### config.mk
export PLATFORM = sky130hd
export DESIGN_NAME = lcd_write_responder_flat
export DESIGN_NICKNAME = d
export VERILOG_FILES = /design/src/rtl/lcd_write_responder_pkg.sv /design/src/rtl/lcd_write_responder_if.sv /design/src/rtl/lcd_nibble_pulse.sv /design/src/rtl/lcd_write_responder.sv /design/src/flat_wrapper.sv
export SDC_FILE = /design/constraint.sdc
export NUM_CORES = 1
export LEC_CHECK = 0
export CAP_MARGIN = 20
export CORE_MARGIN = 5
export CORE_UTILIZATION = 60
export CTS_BUF_LIST = sky130_fd_sc_hd__clkbuf_2 sky130_fd_sc_hd__clkbuf_4 sky130_fd_sc_hd__clkbuf_8
export CTS_CLUSTER_DIAMETER = 120
export DETAILED_ROUTE_END_ITERATION = 10
export PLACE_DENSITY_LB_ADDON = 0.3
export RECOVER_POWER = 25
export SYNTH_ARGS = -nofsm -noshare
export SYNTH_HDL_FRONTEND = slang
export SYNTH_SLANG_ARGS = --single-unit
### constraint.sdc
create_clock -name clk -period 3.5 [get_ports clk]
set_input_delay 0.525 -clock clk [delete_from_list [all_inputs] [get_ports clk]]
set_output_delay 0.525 -clock clk [all_outputs]
set_load 0.01 [all_outputs]
### src/rtl/lcd_write_responder_pkg.sv
// ============================================================================
// Module   : lcd_write_responder_pkg
// Purpose  : State encodings, HD44780 command constants and helpers shared by
//            the LCD write responder and its nibble pulse generator.
// Revision : 1.0
// ============================================================================
`default_nettype none

package lcd_write_responder_pkg;

  localparam logic [3:0] c_st_init_wait = 4'd0;
  localparam logic [3:0] c_st_init_nib  = 4'd1;
  localparam logic [3:0] c_st_init_gap  = 4'd2;
  localparam logic [3:0] c_st_idle      = 4'd3;
  localparam logic [3:0] c_st_setup_h   = 4'd4;
  localparam logic [3:0] c_st_e_h       = 4'd5;
  localparam logic [3:0] c_st_gap       = 4'd6;
  localparam logic [3:0] c_st_setup_l   = 4'd7;
  localparam logic [3:0] c_st_e_l       = 4'd8;
  localparam logic [3:0] c_st_exec      = 4'd9;

  localparam logic [1:0] c_ph_idle  = 2'd0;
  localparam logic [1:0] c_ph_setup = 2'd1;
  localparam logic [1:0] c_ph_e     = 2'd2;

  localparam logic [7:0] c_cmd_clear       = 8'h01;
  localparam logic [7:0] c_cmd_home        = 8'h02;
  localparam logic [7:0] c_cmd_func_set    = 8'h28;
  localparam logic [7:0] c_cmd_entry_mode  = 8'h06;
  localparam logic [7:0] c_cmd_display_on  = 8'h0C;

  localparam logic c_rs_cmd  = 1'b0;
  localparam logic c_rs_data = 1'b1;

  localparam logic [3:0] c_init_nib_8bit = 4'h3;
  localparam logic [3:0] c_init_nib_4bit = 4'h2;

  // Clear and home need the long execution wait; everything else the short one.
  function automatic logic is_long_cmd(input logic rs, input logic [7:0] d);
    return (rs == c_rs_cmd) && ((d == c_cmd_clear) || (d == c_cmd_home));
  endfunction

  function automatic logic [7:0] cfg_byte(input logic [1:0] idx);
    case (idx)
      2'd0:    return c_cmd_func_set;
      2'd1:    return c_cmd_entry_mode;
      2'd2:    return c_cmd_display_on;
      default: return c_cmd_clear;
    endcase
  endfunction

endpackage

`default_nettype wire

### src/rtl/lcd_write_responder_if.sv
// ============================================================================
// Module   : lcd_write_responder_if
// Purpose  : CPU-side write handshake plus the 4-bit LCD pin bundle.
// Revision : 1.0
// ============================================================================
`default_nettype none

interface lcd_write_responder_if;
  logic       write;
  logic       rs;
  logic [7:0] data;
  logic       ready;
  logic       lcd_e;
  logic       lcd_rs;
  logic       lcd_rw;
  logic [3:0] lcd_data;

  modport master (
    output write, rs, data,
    input  ready, lcd_e, lcd_rs, lcd_rw, lcd_data
  );

  modport slave (
    input  write, rs, data,
    output ready, lcd_e, lcd_rs, lcd_rw, lcd_data
  );
endinterface

`default_nettype wire

### src/rtl/lcd_nibble_pulse.sv
// ============================================================================
// Module   : lcd_nibble_pulse
// Purpose  : Presents one nibble + RS, holds setup time, then drives E high for
//            the pulse width. Data/RS persist until the next start.
// Revision : 1.0
// ============================================================================
`default_nettype none

module lcd_nibble_pulse
  import lcd_write_responder_pkg::*;
#(
  parameter int SETUP_CYC   = 2,
  parameter int E_PULSE_CYC = 12,
  parameter int CNT_W       = 20
) (
  input  logic       clk,
  input  logic       rst_n,
  input  logic       i_start,
  input  logic [3:0] i_nib,
  input  logic       i_rs,
  output logic       o_e,
  output logic       o_rs,
  output logic [3:0] o_data,
  output logic       o_setup_done,
  output logic       o_done
);

  localparam logic [CNT_W-1:0] c_setup_last = CNT_W'(SETUP_CYC - 1);
  localparam logic [CNT_W-1:0] c_e_last     = CNT_W'(E_PULSE_CYC - 1);
  localparam logic [CNT_W-1:0] c_one        = CNT_W'(1);

  logic [1:0]       r_phase;
  logic [CNT_W-1:0] r_cnt;
  logic [3:0]       r_nib;
  logic             r_rs;

  always_ff @(posedge clk or negedge rst_n) begin
    if (!rst_n) begin
      r_phase <= c_ph_idle;
      r_cnt   <= '0;
      r_nib   <= 4'h0;
      r_rs    <= 1'b0;
    end else begin
      case (r_phase)
        c_ph_idle: begin
          if (i_start) begin
            r_phase <= c_ph_setup;
            r_cnt   <= c_setup_last;
            r_nib   <= i_nib;
            r_rs    <= i_rs;
          end
        end
        c_ph_setup: begin
          if (r_cnt == '0) begin
            r_phase <= c_ph_e;
            r_cnt   <= c_e_last;
          end else begin
            r_cnt <= r_cnt - c_one;
          end
        end
        c_ph_e: begin
          if (r_cnt == '0) begin
            r_phase <= c_ph_idle;
          end else begin
            r_cnt <= r_cnt - c_one;
          end
        end
        default: begin
          r_phase <= c_ph_idle;
          r_cnt   <= '0;
        end
      endcase
    end
  end

  assign o_e          = (r_phase == c_ph_e);
  assign o_rs         = r_rs;
  assign o_data       = r_nib;
  assign o_setup_done = (r_phase == c_ph_setup) && (r_cnt == '0);
  assign o_done       = (r_phase == c_ph_e) && (r_cnt == '0);

endmodule

`default_nettype wire

### src/rtl/lcd_write_responder.sv
// ============================================================================
// Module   : lcd_write_responder
// Purpose  : Byte-wide CPU write port driving a 4-bit HD44780 LCD, including
//            power-up init. Define LCD_AUTO_CONFIG_EN to also send the
//            0x28/0x06/0x0C/0x01 configuration bytes before the first ready.
// Revision : 1.0
// ============================================================================
`default_nettype none

module lcd_write_responder
  import lcd_write_responder_pkg::*;
#(
  parameter int PWRUP_CYC   = 750000,
  parameter int E_PULSE_CYC = 12,
  parameter int SETUP_CYC   = 2,
  parameter int NIB_GAP_CYC = 50,
  parameter int EXEC_CYC    = 2000,
  parameter int CLEAR_CYC   = 82000,
  parameter int CNT_W       = 20
) (
  input  logic                 clk,
  input  logic                 rst_n,
  lcd_write_responder_if.slave lcd_bus
);

  localparam logic [CNT_W-1:0] c_one          = CNT_W'(1);
  localparam logic [CNT_W-1:0] c_pwrup_last   = CNT_W'(PWRUP_CYC - 1);
  localparam logic [CNT_W-1:0] c_gap1_last    = CNT_W'((PWRUP_CYC * 100) / 366 - 1);
  localparam logic [CNT_W-1:0] c_gap2_last    = CNT_W'(PWRUP_CYC / 150 - 1);
  localparam logic [CNT_W-1:0] c_gap3_last    = CNT_W'(PWRUP_CYC / 375 - 1);
  localparam logic [CNT_W-1:0] c_nib_gap_last = CNT_W'(NIB_GAP_CYC - 1);
  localparam logic [CNT_W-1:0] c_exec_last    = CNT_W'(EXEC_CYC - 1);
  localparam logic [CNT_W-1:0] c_clear_last   = CNT_W'(CLEAR_CYC - 1);

  logic [3:0]       r_state;
  logic [CNT_W-1:0] r_cnt;
  logic             r_rs;
  logic [7:0]       r_data;
  logic [1:0]       r_init_idx;

  logic [3:0]       w_state_nx;
  logic [CNT_W-1:0] w_cnt_nx;
  logic             w_rs_nx;
  logic [7:0]       w_data_nx;
  logic [1:0]       w_init_idx_nx;
  logic             w_start;
  logic [3:0]       w_start_nib;
  logic             w_start_rs;
  logic             w_setup_done;
  logic             w_done;

`ifdef LCD_AUTO_CONFIG_EN
  logic [1:0] r_cfg_idx;
  logic       r_cfg_busy;
  logic [1:0] w_cfg_idx_nx;
  logic       w_cfg_busy_nx;
`endif

  lcd_nibble_pulse #(
    .SETUP_CYC   (SETUP_CYC),
    .E_PULSE_CYC (E_PULSE_CYC),
    .CNT_W       (CNT_W)
  ) u_pulse (
    .clk          (clk),
    .rst_n        (rst_n),
    .i_start      (w_start),
    .i_nib        (w_start_nib),
    .i_rs         (w_start_rs),
    .o_e          (lcd_bus.lcd_e),
    .o_rs         (lcd_bus.lcd_rs),
    .o_data       (lcd_bus.lcd_data),
    .o_setup_done (w_setup_done),
    .o_done       (w_done)
  );

  always_comb begin
    w_state_nx    = r_state;
    w_cnt_nx      = r_cnt;
    w_rs_nx       = r_rs;
    w_data_nx     = r_data;
    w_init_idx_nx = r_init_idx;
    w_start       = 1'b0;
    w_start_nib   = 4'h0;
    w_start_rs    = c_rs_cmd;
`ifdef LCD_AUTO_CONFIG_EN
    w_cfg_idx_nx  = r_cfg_idx;
    w_cfg_busy_nx = r_cfg_busy;
`endif
    case (r_state)
      // Counts up here so the reset value of zero starts the full power-up wait.
      c_st_init_wait: begin
        if (r_cnt == c_pwrup_last) begin
          w_start       = 1'b1;
          w_start_nib   = c_init_nib_8bit;
          w_init_idx_nx = 2'd0;
          w_cnt_nx      = '0;
          w_state_nx    = c_st_init_nib;
        end else begin
          w_cnt_nx = r_cnt + c_one;
        end
      end
      c_st_init_nib: begin
        if (w_done) begin
          w_state_nx = c_st_init_gap;
          case (r_init_idx)
            2'd0:    w_cnt_nx = c_gap1_last;
            2'd1:    w_cnt_nx = c_gap2_last;
            default: w_cnt_nx = c_gap3_last;
          endcase
        end
      end
      c_st_init_gap: begin
        if (r_cnt != '0) begin
          w_cnt_nx = r_cnt - c_one;
        end else if (r_init_idx != 2'd3) begin
          w_start       = 1'b1;
          w_start_nib   = (r_init_idx == 2'd2) ? c_init_nib_4bit : c_init_nib_8bit;
          w_init_idx_nx = r_init_idx + 2'd1;
          w_state_nx    = c_st_init_nib;
        end else begin
`ifdef LCD_AUTO_CONFIG_EN
          w_cfg_idx_nx  = 2'd0;
          w_cfg_busy_nx = 1'b1;
          w_data_nx     = cfg_byte(2'd0);
          w_rs_nx       = c_rs_cmd;
          w_start       = 1'b1;
          w_start_nib   = w_data_nx[7:4];
          w_state_nx    = c_st_setup_h;
`else
          w_state_nx    = c_st_idle;
`endif
        end
      end
      c_st_idle: begin
        if (lcd_bus.write) begin
          w_rs_nx     = lcd_bus.rs;
          w_data_nx   = lcd_bus.data;
          w_start     = 1'b1;
          w_start_nib = lcd_bus.data[7:4];
          w_start_rs  = lcd_bus.rs;
          w_state_nx  = c_st_setup_h;
        end
      end
      c_st_setup_h: begin
        if (w_setup_done) w_state_nx = c_st_e_h;
      end
      c_st_e_h: begin
        if (w_done) begin
          w_state_nx = c_st_gap;
          w_cnt_nx   = c_nib_gap_last;
        end
      end
      c_st_gap: begin
        if (r_cnt == '0) begin
          w_start     = 1'b1;
          w_start_nib = r_data[3:0];
          w_start_rs  = r_rs;
          w_state_nx  = c_st_setup_l;
        end else begin
          w_cnt_nx = r_cnt - c_one;
        end
      end
      c_st_setup_l: begin
        if (w_setup_done) w_state_nx = c_st_e_l;
      end
      c_st_e_l: begin
        if (w_done) begin
          w_state_nx = c_st_exec;
          w_cnt_nx   = is_long_cmd(r_rs, r_data) ? c_clear_last : c_exec_last;
        end
      end
      c_st_exec: begin
        if (r_cnt != '0) begin
          w_cnt_nx = r_cnt - c_one;
        end else begin
`ifdef LCD_AUTO_CONFIG_EN
          if (r_cfg_busy && (r_cfg_idx != 2'd3)) begin
            w_cfg_idx_nx = r_cfg_idx + 2'd1;
            w_data_nx    = cfg_byte(r_cfg_idx + 2'd1);
            w_rs_nx      = c_rs_cmd;
            w_start      = 1'b1;
            w_start_nib  = w_data_nx[7:4];
            w_state_nx   = c_st_setup_h;
          end else begin
            w_cfg_busy_nx = 1'b0;
            w_state_nx    = c_st_idle;
          end
`else
          w_state_nx = c_st_idle;
`endif
        end
      end
      default: begin
        w_state_nx = c_st_init_wait;
        w_cnt_nx   = '0;
      end
    endcase
  end

  always_ff @(posedge clk or negedge rst_n) begin
    if (!rst_n) begin
      r_state    <= c_st_init_wait;
      r_cnt      <= '0;
      r_rs       <= 1'b0;
      r_data     <= 8'h00;
      r_init_idx <= 2'd0;
    end else begin
      r_state    <= w_state_nx;
      r_cnt      <= w_cnt_nx;
      r_rs       <= w_rs_nx;
      r_data     <= w_data_nx;
      r_init_idx <= w_init_idx_nx;
    end
  end

`ifdef LCD_AUTO_CONFIG_EN
  always_ff @(posedge clk or negedge rst_n) begin
    if (!rst_n) begin
      r_cfg_idx  <= 2'd0;
      r_cfg_busy <= 1'b0;
    end else begin
      r_cfg_idx  <= w_cfg_idx_nx;
      r_cfg_busy <= w_cfg_busy_nx;
    end
  end
`endif

  assign lcd_bus.ready  = (r_state == c_st_idle);
  assign lcd_bus.lcd_rw = 1'b0;

endmodule

`default_nettype wire

### src/flat_wrapper.sv
// flat-port wrapper written by rule: the top's interface ports become plain ports
module lcd_write_responder_flat import lcd_write_responder_pkg::*;
#(
  parameter int PWRUP_CYC   = 750000,
  parameter int E_PULSE_CYC = 12,
  parameter int SETUP_CYC   = 2,
  parameter int NIB_GAP_CYC = 50,
  parameter int EXEC_CYC    = 2000,
  parameter int CLEAR_CYC   = 82000,
  parameter int CNT_W       = 20
)
  (clk, rst_n, lcd_bus_write, lcd_bus_rs, lcd_bus_data, lcd_bus_ready, lcd_bus_lcd_e, lcd_bus_lcd_rs, lcd_bus_lcd_rw, lcd_bus_lcd_data);
  lcd_write_responder_if lcd_bus_i ();
  input  logic clk;
  input  logic rst_n;
  input wire logic [$bits(lcd_bus_i.write)-1:0] lcd_bus_write;
  input wire logic [$bits(lcd_bus_i.rs)-1:0] lcd_bus_rs;
  input wire logic [$bits(lcd_bus_i.data)-1:0] lcd_bus_data;
  output wire logic [$bits(lcd_bus_i.ready)-1:0] lcd_bus_ready;
  output wire logic [$bits(lcd_bus_i.lcd_e)-1:0] lcd_bus_lcd_e;
  output wire logic [$bits(lcd_bus_i.lcd_rs)-1:0] lcd_bus_lcd_rs;
  output wire logic [$bits(lcd_bus_i.lcd_rw)-1:0] lcd_bus_lcd_rw;
  output wire logic [$bits(lcd_bus_i.lcd_data)-1:0] lcd_bus_lcd_data;
  assign lcd_bus_i.write = lcd_bus_write;
  assign lcd_bus_i.rs = lcd_bus_rs;
  assign lcd_bus_i.data = lcd_bus_data;
  assign lcd_bus_ready = lcd_bus_i.ready;
  assign lcd_bus_lcd_e = lcd_bus_i.lcd_e;
  assign lcd_bus_lcd_rs = lcd_bus_i.lcd_rs;
  assign lcd_bus_lcd_rw = lcd_bus_i.lcd_rw;
  assign lcd_bus_lcd_data = lcd_bus_i.lcd_data;
  lcd_write_responder #(.PWRUP_CYC(PWRUP_CYC), .E_PULSE_CYC(E_PULSE_CYC), .SETUP_CYC(SETUP_CYC), .NIB_GAP_CYC(NIB_GAP_CYC), .EXEC_CYC(EXEC_CYC), .CLEAR_CYC(CLEAR_CYC), .CNT_W(CNT_W)) u_core (.clk(clk), .rst_n(rst_n), .lcd_bus(lcd_bus_i));
endmodule
==> reports/summary.log <==
qor: setup_path.cp-start-kind flip-flop
qor: cts.cts_resized 0
qor: floorplan.io_pins 20
qor: sta.final_max_slew_viol_count 0
qor: floorplan.core_area 7647 um^2
qor: cts.clk_pin_slew_worst_paths 80 ps
qor: floorplan.floorplan.die_area 9673 um^2
qor: cts.cts_buffer_depth 2
qor: yosys.synth-seq-cells 62
qor: sta.setup-tns-final 0 ps
qor: sta.final.setup_skew 13.79 ps
qor: sta.period_minus_slack 2964 ps
qor: final_layout.register_area 1551 um^2
qor: floorplan.initial_core_util 61.24%
qor: final_layout.area_growth_syn_to_layout 9.057%
qor: placed_design.portBuffers 18
qor: yosys.synth_flop_cell dfrtp_1
qor: setup_path.worst_ep_arrival_time 3190 ps
qor: yosys.synth.net_count 597
qor: placed_design.gp_routability_congestion 0.9629
qor: sta.hold_slack 383.4 ps
qor: final_layout.layout-drive-gt1-share 8.889%
qor: sta.actual_slew_at_the_worst_max_slew_pin 1366 ps
qor: final_layout.area_taken_by_multi_input_logic_gates 2912 um^2
qor: sta.grt_setup_unrepaired no
qor: worst_hold_path.hold_path.class input port to asynchronous set/reset pin
qor: setup_path.critPathKind flip-flop to flip-flop
qor: yosys.synth_seq_area_share 33.13%
qor: floorplan.die_y 98.35 um
qor: setup_path.r2r_cells 6
qor: cts.cts.hold.buffers_added 0
qor: global_routing.grt_pass1_vias 4385
qor: placed_design.place.detailed.hpwl 9.147 mm
qor: yosys.yosys_warnings 0
qor: sta.post_route_clock_period_utilization 84.69%
qor: final_layout.num-nets-final 603
qor: cts.ctsHtreeMaxLevel 3
qor: yosys.synth-simple-area-share 31.85%
qor: yosys.postSynthCellCount 575
qor: routing.vias_per_cell 6.917
qor: global_routing.grt_pass1_wl 21.15 mm
qor: floorplan.row_count 32
qor: global_routing.grt_antenna_before_repair 0
qor: global_routing.globalRoute.totalOverflow 0
qor: yosys.main_combinational_cell_family_by_area_after_synthesis simple AND/OR/NAND/NOR gates
qor: outcome.run_status finished clean
qor: pwr.worst_ir_drop_on_vdd 0.0001576 V
qor: routing.route.vias.total 4752
qor: setup_path.cp-end-kind flip-flop
qor: cts.numClockSinks 62
qor: routing.ant_nets 0
qor: placed_design.place_worst_setup_slack 623.2 ps
qor: yosys.synth-async-reset-ratio 100.0%
qor: cts.cts_setup_buffers 0
qor: sta.worst_rel_slew_slack 8.914%
qor: routing.detailedRoute.firstPassIterationCount 5
qor: pwr.leakagePower 2.031 nW
qor: setup_path.cp_data_required_time 3730 ps
qor: sta.layout_setup_ws 535.9 ps
qor: setup_path.path_max_fanout 13
qor: routing.drt-total-wl 13.07 mm
qor: floorplan.die_w 98.35 um
qor: pwr.pwr_density_cell 272.4 nW/um^2
qor: yosys.synth-edff-count 0
qor: routing.drt-wirelength-per-cell 19.03 um
qor: final_layout.fillCellCount 636
qor: cts.cts_tree built
qor: routing.route.detailed.drc 0
qor: yosys.cell_area_synth 4683 um^2
qor: sta.final-hold-violation-count 0
qor: global_routing.grt_use_total 26.40%
qor: sta.fmax 337.4 MHz
qor: yosys.per_instance_average_area_after_synthesis 8.145 um^2
qor: final_layout.antenna-diode-count 0
qor: cts.cts-root-buf clkbuf_8
qor: cts.cts_made_buffers 9
qor: yosys.synth_cell_types 77
qor: routing.drtIter0Drc 480
qor: sta.timing.final.setup_violations 0
qor: run.drv_cap 0
qor: yosys.post_synth_xor_area_fraction 1.870%
qor: final_layout.layout.cells.most_common nand2_1
qor: final_layout.mostFrequentLayoutCells 88 x nand2_1, 62 x dfrtp_1, 37 x nor2_1, 31 x nand3_1, 27 x a21oi_1
qor: yosys.area_fraction_in_compound_gates_after_synthesis 23.88%
qor: global_routing.grt_start_max_net_pins 45
qor: cts.clock_latency 350 ps
qor: yosys.post_synth_mux_area_share 1.817%
qor: yosys.synth_fa_ha_area_share 2.672%
[power by group]
| part | total [mW] | switching (mW) | leakage, nW | internal (mW) |
|---|---|---|---|---|
| combinational | 0.0292 | 0.0178 | 1.17 | 0.0113 |
| sequential | 0.716 | 0 | 0.767 | 0.716 |
| clock | 0.646 | 0.296 | 0.0986 | 0.350 |
| total | 1.39 | 0.314 | 2.03 | 1.08 |
[kinds of logic after synthesis]
kind of cell	count (synthesis)
buffers and inverters	51
AOI/OAI and AO/OA	157
and+or+nand+nor	278
DFF	62
adders and majority gates	10
muxes	6
other	1
xor gates and xnor gates	10
[metrics by stage]
step           std cells  power (mW)  instance area [um^2]  util [%]
6_report             687       1.391                  5107     66.79
5_1_grt              687       1.439                  5107     66.79
4_1_cts              686       1.401                  5105     66.75
3_5_place_dp         671      0.7595                  4912     64.23
3_3_place_gp         671      0.7591                  4912     64.23
2_1_floorplan        575      0.7317                  4683         -
[final timing paths]
kind / startpoint / end / slack (ps)
max: u_core.r_cnt[10] / u_core.u_pulse.o_data[1] / 540
min: rst_n / u_core.u_pulse.r_cnt[18] / 380
max reg2reg: u_core.r_cnt[10] / u_core.u_pulse.o_data[1] / 540
min reg2reg: u_core.r_data[6] / u_core.r_data[6] / 480
max in group asynchronous: rst_n / u_core.r_data[6] / 1140
min in group clk: u_core.r_data[6] / u_core.r_data[6] / 480
[state kept, by name, summed over array words and instances, names as in the netlist]
signal / cells
u_core.r_cnt: 20
u_core.u_pulse.r_cnt: 20
u_core.r_data: 8
u_core.r_state: 4
u_core.u_pulse.o_data: 4
u_core.r_init_idx: 2
u_core.u_pulse.r_phase: 2
u_core.r_rs: 1
u_core.u_pulse.o_rs: 1
[layout make-up]
type,instances,area share (%)
clock inverter,4,0.9309
inverter,15,1.102
multi-input combinational,462,57.01
sequential,62,30.38
clock buffer,11,2.842
tap,102,2.499
timing repair buffer,31,5.243
[per-layer routing]
metal	GRT usage (%)	wire length, um	up-vias
met5	0	0	-
li1	-	-	2162
met2	40.72	5984	309
met1	35.66	5591	2238
met3	5.143	1112	43
met4	12.39	385	0
[critical path, stage by stage (launching register included)]
cell	delay, ps
dfrtp_1	500
nor4_1	740
nand4_1	280
nor3_1	620
or3_2	300
nand2_4	90
mux2_4	320
[cells in the mapped netlist (all sizes together) (5+ instances only)]
cell type	count	area, um^2
inv	15	56.30
buf	12	73.82
ha	10	125.1
nand2	89	341.6
o22ai	6	37.54
o211ai	15	112.6
nor3b	5	37.54
nor3	26	135.1
clkbuf	24	90.09
o21a	6	45.04
nor2	38	145.1
nand4	5	31.28
dfrtp	62	1551
mux2	5	75.07
nand2b	8	50.05
a21oi	27	135.1
and2	5	31.28
nand3b	6	45.04
and3	5	31.28
or3	10	63.81
a31oi	7	43.79
nor4	13	100.1
nor2b	8	50.05
a211oi	5	42.54
nand3	32	165.2
or4	8	63.81
o31ai	11	82.58
a22o	12	105.1
xnor2	6	52.55
o21ai	27	138.9
(Power assumes the default switching activity.)
